### config.mk
export PLATFORM = sky130hd
export DESIGN_NAME = ram_arbiter
export DESIGN_NICKNAME = d
export VERILOG_FILES = /design/src/rtl/ram_arbiter.sv
export SDC_FILE = /design/constraint.sdc
export NUM_CORES = 1
export LEC_CHECK = 0
export BUFFER_PORTS_ARGS = -buffer_cell sky130_fd_sc_hd__buf_2
export CORE_MARGIN = 2
export CORE_UTILIZATION = 43
export DETAILED_ROUTE_END_ITERATION = 8
export GPL_ROUTABILITY_DRIVEN = 0
export GPL_TIMING_DRIVEN = 0
export PLACE_DENSITY = 0.86
export SETUP_SLACK_MARGIN = 0.15
export SLEW_MARGIN = 20
export SYNTH_ARGS = -nofsm -noshare
export SYNTH_HDL_FRONTEND = slang
export SYNTH_SLANG_ARGS = --single-unit
### constraint.sdc
create_clock -name clk -period 2.3 [get_ports clk]
set_clock_uncertainty 0.1 [all_clocks]
set_input_delay 0 -clock clk [delete_from_list [all_inputs] [get_ports clk]]
set_output_delay 0 -clock clk [all_outputs]
set_load 0.01 [all_outputs]
### src/rtl/ram_arbiter.sv
// Two-port arbiter sharing one single-port RAM between a CPU (A) and a DMA/video port (B).
// Define RAM_ARB_ROUND_ROBIN_EN for round-robin contention; default build gives port A fixed priority.
module ram_arbiter (
   input  logic        clk,
   input  logic        rst,
   input  logic        A_REQ,
   input  logic        A_WE,
   input  logic [13:0] A_ADDR,
   input  logic [7:0]  A_DI,
   output logic [7:0]  A_DO,
   output logic        A_ACK,
   input  logic        B_REQ,
   input  logic        B_WE,
   input  logic [13:0] B_ADDR,
   input  logic [7:0]  B_DI,
   output logic [7:0]  B_DO,
   output logic        B_ACK,
   output logic [13:0] RAM_ADDR,
   output logic        RAM_WE,
   output logic        RAM_CS,
   output logic [7:0]  RAM_DI,
   input  logic [7:0]  RAM_DO
);

   typedef enum logic [1:0] {IDLE, SVC_A, SVC_B} state_t;

   state_t      state_reg, state_next;
   logic        a_elig, b_elig;
   logic        grant_a, grant_b;
   logic [7:0]  a_do_reg, b_do_reg;
   logic        a_ack_reg, b_ack_reg;
   logic [13:0] ram_addr_reg;
   logic        ram_we_reg, ram_cs_reg;
   logic [7:0]  ram_di_reg;
`ifdef RAM_ARB_ROUND_ROBIN_EN
   logic        last_b_reg;   // 1 when port B won the most recent grant
`endif

   // A port is never re-taken in the cycle its own ACK is visible.
   assign a_elig = A_REQ & ~a_ack_reg;
   assign b_elig = B_REQ & ~b_ack_reg;

   always_comb begin
      state_next = state_reg;
      grant_a    = 1'b0;
      grant_b    = 1'b0;
      case (state_reg)
         IDLE: begin
            if (a_elig && b_elig) begin
`ifdef RAM_ARB_ROUND_ROBIN_EN
               grant_a = last_b_reg;
               grant_b = ~last_b_reg;
`else
               grant_a = 1'b1;
`endif
            end else if (a_elig) begin
               grant_a = 1'b1;
            end else if (b_elig) begin
               grant_b = 1'b1;
            end
            if (grant_a)
               state_next = SVC_A;
            else if (grant_b)
               state_next = SVC_B;
         end
         SVC_A:   state_next = IDLE;
         SVC_B:   state_next = IDLE;
         default: state_next = IDLE;
      endcase
   end

   always_ff @(posedge clk or posedge rst) begin
      if (rst)
         state_reg <= IDLE;
      else
         state_reg <= state_next;
   end

   always_ff @(posedge clk or posedge rst) begin
      if (rst) begin
         a_do_reg     <= 8'h00;
         b_do_reg     <= 8'h00;
         a_ack_reg    <= 1'b0;
         b_ack_reg    <= 1'b0;
         ram_addr_reg <= 14'h0000;
         ram_we_reg   <= 1'b0;
         ram_cs_reg   <= 1'b0;
         ram_di_reg   <= 8'h00;
      end else begin
         a_ack_reg <= 1'b0;
         b_ack_reg <= 1'b0;
         if (grant_a) begin
            ram_addr_reg <= A_ADDR;
            ram_we_reg   <= A_WE;
            ram_di_reg   <= A_DI;
            ram_cs_reg   <= 1'b1;
         end else if (grant_b) begin
            ram_addr_reg <= B_ADDR;
            ram_we_reg   <= B_WE;
            ram_di_reg   <= B_DI;
            ram_cs_reg   <= 1'b1;
         end else begin
            // Address and data stay put in IDLE; only the strobes drop.
            ram_we_reg <= 1'b0;
            ram_cs_reg <= 1'b0;
         end
         if (state_reg == SVC_A) begin
            a_do_reg  <= RAM_DO;
            a_ack_reg <= 1'b1;
         end
         if (state_reg == SVC_B) begin
            b_do_reg  <= RAM_DO;
            b_ack_reg <= 1'b1;
         end
      end
   end

`ifdef RAM_ARB_ROUND_ROBIN_EN
   always_ff @(posedge clk or posedge rst) begin
      if (rst)
         last_b_reg <= 1'b1;
      else if (grant_a)
         last_b_reg <= 1'b0;
      else if (grant_b)
         last_b_reg <= 1'b1;
   end
`endif

   assign A_DO     = a_do_reg;
   assign B_DO     = b_do_reg;
   assign A_ACK    = a_ack_reg;
   assign B_ACK    = b_ack_reg;
   assign RAM_ADDR = ram_addr_reg;
   assign RAM_WE   = ram_we_reg;
   assign RAM_CS   = ram_cs_reg;
   assign RAM_DI   = ram_di_reg;

endmodule

==> impl_results.md, run 1 <==
* Outcome: finished, final reports clean
* LEAKAGE at 1.44 nW
* Crit Path Class: flop to flop
* Setup_tns at 0 ns
* Setup violations, final at 0
* CP peak stage delay at 0.56 ns
* Share of post-route cells with drive strength above 1 at 0.431
* M1 wire length at 2.02 mm
* Netlist Area Pre-Place at 1870 µm²
* TritonCTS clock tree: built
* Worst slew margin at 0.677
* RSZ-0062 raised after global routing: false
* Port-buffer cells at 99
* Actual slew at the worst max-slew pin at 0.484 ns
* Post-route DRC at 0
* Post-synth top area share at 0.589
* Fin. max-slew vios at 0
* Clock power share at 0.155
* Max cap viols at 0
* Fin crit period at 2.01 ns
* Sw frac at 0.329
* Largest cells by area after synthesis: dfrtp_1 (59%), o221a_1 (13%), mux2_1 (9.6%)
* Initial antenna violation count at 0
* Worst Path Required at 2.38 ns
* Grt ovf at 0
* Synth Area in Compound Gates at 0.145
* TritonCTS Buffers at 5
* Power density over cell area at 1030 nW/µm²
* VDD IR max at 0.714 mV
* DP Area at 2450 µm²
* Mapped Nets at 185
* Crit Path Max Fanout at 10
* Crit-path cells: nor2b_2 > nand3b_4 > buf_2 > o221a_1 > dlygate4sd3_1
* Top Ports at 100
* Post-Synth XOR/XNOR Area at 0
* Adder-cell share of the synthesized area at 0
* Largest register FFs at 14
* Most common cell in the netlist: dfrtp_1
* Design area at 3100 µm²
* Internal power at 2.15 mW
* Warnings from Yosys at 0
* Post-synth EDFFs at 0
* Clock latency on the worst-skew pair at 0.29 ns
* Die Y at 69.9 µm
* Drt total wl at 5.26 mm
* DRT iter0 DRCs at 61
* Initial Util at 0.457
* Core footprint at 4090 µm²
* Gate power share at 0.447
* Die area at 4890 µm²
* CP max stage cell: dlygate4sd3_1
* Worst-path clk slew at 0.08 ns
* Max Root-Sink Buffers at 2
* Setup crit start kind: flop
* Wirelength per Cell at 15.5 µm
* FFs w/ async S/R, synth at 1.00
* Post-synthesis mux area share at 0.0965
* Initial DRT Pass Iterations at 4
* Worst hold start: B_REQ
* Final Cycle Share at 0.874
* Area Growth Syn to Fin at 66.2%
* Nets@finish at 347
* Final ANT Viol Nets at 0
* Main combinational cell family by area after synthesis: compound AO/OA/AOI/OAI gates
* Seq/Total Area, Yosys at 0.589
* Avg Inst Size Synth at 14.7 µm²
* Most used DFF post-synth: dfrtp_1
* Crit. End Element: flop
* CP Launch Point: B_ACK$_DFF_PP0_
* WP data arrival at 2.09 ns
* Top Metal Used: met4
* Final HPWL DP at 3.21 mm
* CP delay by family, top: buffers and inverters
* Via count at 1734
* Top post-synthesis cells by count: dfrtp_1 (44), nand3b_1 (22), o221a_1 (22)
* # diodes at 0
* Routed wire length on met2 at 2.80 mm
* Synth unique cells at 16
* Min-Delay Path Class: primary input to flop
* DR vias/cell at 5.10
* Final Hold Fails at 0
* Simple-Gate Fraction of Synth Area at 0.126
* Highest Clock Rate at 498 MHz
* Vias in the first global route at 1905
* WP buf/inv at 2
* Largest net degree at the start of global routing at 24
* Num rows at 23
* Die W at 69.9 µm
* Net Sw Power at 1.05 mW
* Htree depth at 2
* Dominant cell type by area after synthesis: dfrtp_1
* Root buffer cell: clkbuf_8
* CTS sink count at 44
* Yosys reg bits at 44
* GR Util All Layers at 0.227
* Reg power frac at 0.398
* First-pass GRT wire length at 8.80 mm
* Post-synthesis cell count at 127
* Met3 Wirelength at 261 µm
* RR Startpoint: B_ACK$_DFF_PP0_
-- layout by cell type (no fill, tap or decap) --
cell,count
dfrtp_1,44
and2_1,1
a22o_1,1
buf_16,1
nor2b_4,1
o21a_4,1
inv_2,1
nor2_4,1
clkbuf_2,4
nand3b_4,1
buf_6,3
inv_1,2
nand2b_1,1
clkbuf_8,6
mux2_1,16
buf_2,103
dlygate4sd3_1,55
nand3b_1,22
clkinv_2,2
nor2b_1,1
nor2b_2,1
o221a_1,22
-- worst register-to-register path, cell delays in order, from the launching register on --
cell and delay, ns:
dfrtp_1 0.40, nor2b_2 0.24, nand3b_4 0.13, buf_2 0.21, o221a_1 0.25, dlygate4sd3_1 0.56
-- logic make-up (layout without fill, tap and decap cells) --
logic type	Yosys count	in the layout
simple gates	29	29
mux	16	16
flops	44	44
buf+inv	14	177
compound gates	24	24
-- power by group through the flow --
stage                     Combinational, mW  Clock (mW)  Sequential [mW]
after floorplan                       0.478           0             1.43
after global placement                 1.10           0             1.27
after detailed placement               1.14           0             1.27
after CTS                              1.41       0.509             1.26
after global routing                   1.54       0.542             1.32
final                                  1.43       0.496             1.27
-- final timing paths --
| check | depth (start not counted) | slack (ns) | end |
|---|---|---|---|
| max | 5 | 0.29 | RAM_DI[0]$_DFFE_PP0P_ |
| min | 4 | 0.07 | state_reg[1]$_DFFE_PP0P_ |
| max reg2reg | 5 | 0.29 | RAM_DI[0]$_DFFE_PP0P_ |
| min reg2reg | 1 | 0.39 | B_DO[3]$_DFFE_PP0P_ |
| max in group asynchronous | 4 | 1.45 | RAM_DI[2]$_DFFE_PP0P_ |
| min in group asynchronous | 3 | 0.17 | A_DO[0]$_DFFE_PP0P_ |
-- routing by layer --
| metal | vias up | global-route usage |
|---|---|---|
| li1 | 810 | - |
| met1 | 839 | 0.265 |
| met2 | 68 | 0.404 |
| met3 | 17 | 0.0404 |
| met4 | 0 | 0.103 |
| met5 | - | 0 |
-- per-stage QoR --
stage                     cells  setup WS, ns  utilization  power (mW)  hold slack, ns
after floorplan             127         0.922            -        1.91          0.0317
after global placement      276         0.651        0.594        2.36           0.130
after detailed placement    277         0.769        0.600        2.41         -0.0444
after CTS                   340         0.218        0.758        3.18          0.0631
after global routing        340         0.195        0.760        3.40          0.0899
final                       340         0.291        0.760        3.20          0.0749
-- what timing repair did --
item / 4_1_cts / 5_1_grt
hold buffers: 55 / 0
hold endpoints to repair: 83 / 0
endpoints found under the setup margin: 0 / 20
buffers inserted: 0 / 0
resized for setup: 0 / 9
-- area by class of cell --
type,count,area (µm²)
Inverter,3,11.3
Clock inverter,2,10.0
Timing Repair Buffer,155,1070
Clock buffer,6,82.6
Buffer,11,73.8
Fill cell,272,982
Tap cell,50,62.6
Sequential cell,44,1100
Multi-Input combinational cell,69,689
Power figures use the tool's default switching activity.
==> inputs of run 2 (changes only) <==
CORE_ASPECT_RATIO = 2   (was unset)
==> run 2 against run 1 <==
Global-route usage grew 1.1 points. Total power fell by 1.1%. Hold slack got worse by 0.0097 ns. Design area decreased by 0.40%. Cell count grew 0.88%. Sequential power about the same. Die area is 0.65% higher. Largest cell class unchanged.
==> impl_results.md, run 2 (synthesis gave the netlist of run 1 again) <==
* Outcome: finished, final reports clean
* Max cap viols at 0 (unchanged)
* Crit Path Max Fanout at 10 (unchanged)
* Initial DRT Pass Iterations at 4 (unchanged)
* LEAKAGE at 1.43 nW (-0.77%)
* Largest net degree at the start of global routing at 25 (+4.2%)
* GR Layer Usage met2 at 0.434 (+0.0300)
* Final Cycle Share at 0.902 (+0.0288)
* Wirelength per Cell at 15.9 µm (+2.8%)
* Port-buffer cells at 99 (unchanged)
* Vias in the first global route at 1930 (+1.3%)
* Num rows at 34 (+48%)
* Nets@finish at 347 (unchanged)
* Die area at 4920 µm² (+0.65%)
* DRT iter0 DRCs at 27 (-56%)
* Setup violations, final at 0 (unchanged)
* Drt total wl at 5.45 mm (+3.7%)
* GRT met3 Usage at 0.0415 (+0.00113)
* Share of post-route cells with drive strength above 1 at 0.422 (-0.00889)
* Highest Clock Rate at 482 MHz (-3.2%)
* Core footprint at 4250 µm² (+4.1%)
* Final ANT Viol Nets at 0 (unchanged)
* Most Crowded Layer GR: met2
* Root buffer cell: clkbuf_8
* # fillers at 304 (+12%)
* Design area at 3090 µm² (-0.40%)
* DR vias/cell at 5.14 (+0.78%)
* Power density over cell area at 1020 nW/µm² (-0.69%)
* Worst slew margin at 0.685 (+0.00805)
* Post-route DRC at 0 (unchanged)
* RSZ-0062 raised after global routing: false
* Top Ports at 100 (unchanged)
* Final Util at 0.727 (-0.0329)
* Via count at 1763 (+1.7%)
* # diodes at 0 (unchanged)
* Fin. max-slew vios at 0 (unchanged)
* Hold depth at 4 (unchanged)
* Crit Path Class: flop to flop
* Final HPWL DP at 3.23 mm (+0.64%)
* Initial Util at 0.439 (-0.0180)
* Grt ovf at 0 (unchanged)
* Crit. End Element: flop
* First-pass GRT wire length at 8.97 mm (+2.0%)
* Worst Path Required at 2.37 ns (about the same)
* WP data arrival at 2.14 ns (+0.05 ns)
* TritonCTS clock tree: built
* Area Growth Syn to Fin at 65.5%
* Die W at 50.6 µm (-28%)
* VDD IR max at 0.742 mV (+3.9%)
* Largest register FFs at 14 (unchanged)
* Clock latency on the worst-skew pair at 0.29 ns (about the same)
* Fin crit period at 2.08 ns (+0.0663 ns)
* Setup_tns at 0 ns (unchanged)
* GRT met1 Usage at 0.272 (+0.00629)
* Hold WS at 0.0652 ns (-0.00974 ns)
* FF-to-FF path depth at 5 (unchanged)
* Die Y at 97.2 µm (+39%)
* Setup crit start kind: flop
* Htree depth at 2 (unchanged)
* Initial antenna violation count at 0 (unchanged)
* DP Area at 2460 µm² (+0.20%)
* Max Root-Sink Buffers at 2 (unchanged)
* Commonest cells after routing, fill and taps aside: buf_2 (103), dlygate4sd3_1 (55), dfrtp_1 (44)
* Power Total at 3.16 mW (-1.1%)
* Most common cell after layout, fill and taps aside: buf_2
* Worst-path clk slew at 0.08 ns (about the same)
* GR Util All Layers at 0.238 (+0.0114)
* CTS sink count at 44 (unchanged)
* Min-Delay Path Class: primary input to flop
* Actual slew at the worst max-slew pin at 0.472 ns (-0.0121 ns)
* Setup Buffers After CTS at 0 (unchanged)
* TritonCTS Buffers at 5 (unchanged)
* Final Hold Fails at 0 (unchanged)
[run 2: cell types whose count changed in the layout (fill, tap and decap cells not counted)]
cell / delta
clkbuf_1: +1
clkbuf_8: -1
clkinv_2: -1
nor2b_1: +1
nor2b_2: -1
[run 2: layout make-up]
type	instances	area (µm²)	share of cell area
multi-input combinational	69	687	0.222
clock buffer	6	72.6	0.0235
clock inverter	1	5.00	0.00162
buffer	11	73.8	0.0239
timing repair buffer	155	1070	0.347
inverter	3	11.3	0.00364
tap	54	67.6	0.0219
sequential	44	1100	0.356
[run 2: what timing repair did]
action | CTS | global route
endpoints found under the hold margin | 83 | 0
setup endpoints to repair | 0 | 20
gates resized for setup | 0 | 8
hold buffers | 55 | 0
[run 2: path summary, 6_finish.rpt]
check / startpoint / slack [ns] / end
max: B_ACK$_DFF_PP0_ / 0.22 / RAM_ADDR[13]$_DFFE_PP0P_
max in group asynchronous: rst / 1.45 / state_reg[0]$_DFFE_PP0P_
min: B_REQ / 0.07 / state_reg[1]$_DFFE_PP0P_
min in group asynchronous: rst / 0.18 / B_DO[7]$_DFFE_PP0P_
max reg2reg: B_ACK$_DFF_PP0_ / 0.22 / RAM_ADDR[13]$_DFFE_PP0P_
min reg2reg: B_DO[7]$_DFFE_PP0P_ / 0.39 / B_DO[7]$_DFFE_PP0P_
[run 2: through the flow]
| step | setup WS (ns) | cells |
|---|---|---|
| final | 0.224 | 343 |
| after floorplan | 0.922 | 127 |
| after global routing | 0.149 | 343 |
| after detailed placement | 0.747 | 281 |
| after CTS | 0.178 | 343 |
| after global placement | 0.721 | 280 |
[run 2: per-layer routing]
layer  part of all wire  wire length [µm]
met5                  0                 0
met2               0.52              2830
met3              0.078               425
met1               0.38              2090
met4              0.019               105
[run 2: where the power goes]
part | switching (mW) | total, mW | internal (mW)
clock | 0.243 | 0.450 | 0.207
combinational | 0.623 | 1.43 | 0.806
sequential | 0.185 | 1.29 | 1.10
[run 2: worst max-delay path, cell delays in order (launching register included)]
cell,delay [ns]
dfrtp_1,0.39
nor2b_1,0.27
nand3b_4,0.15
buf_2,0.21
o221a_1,0.25
dlygate4sd3_1,0.58
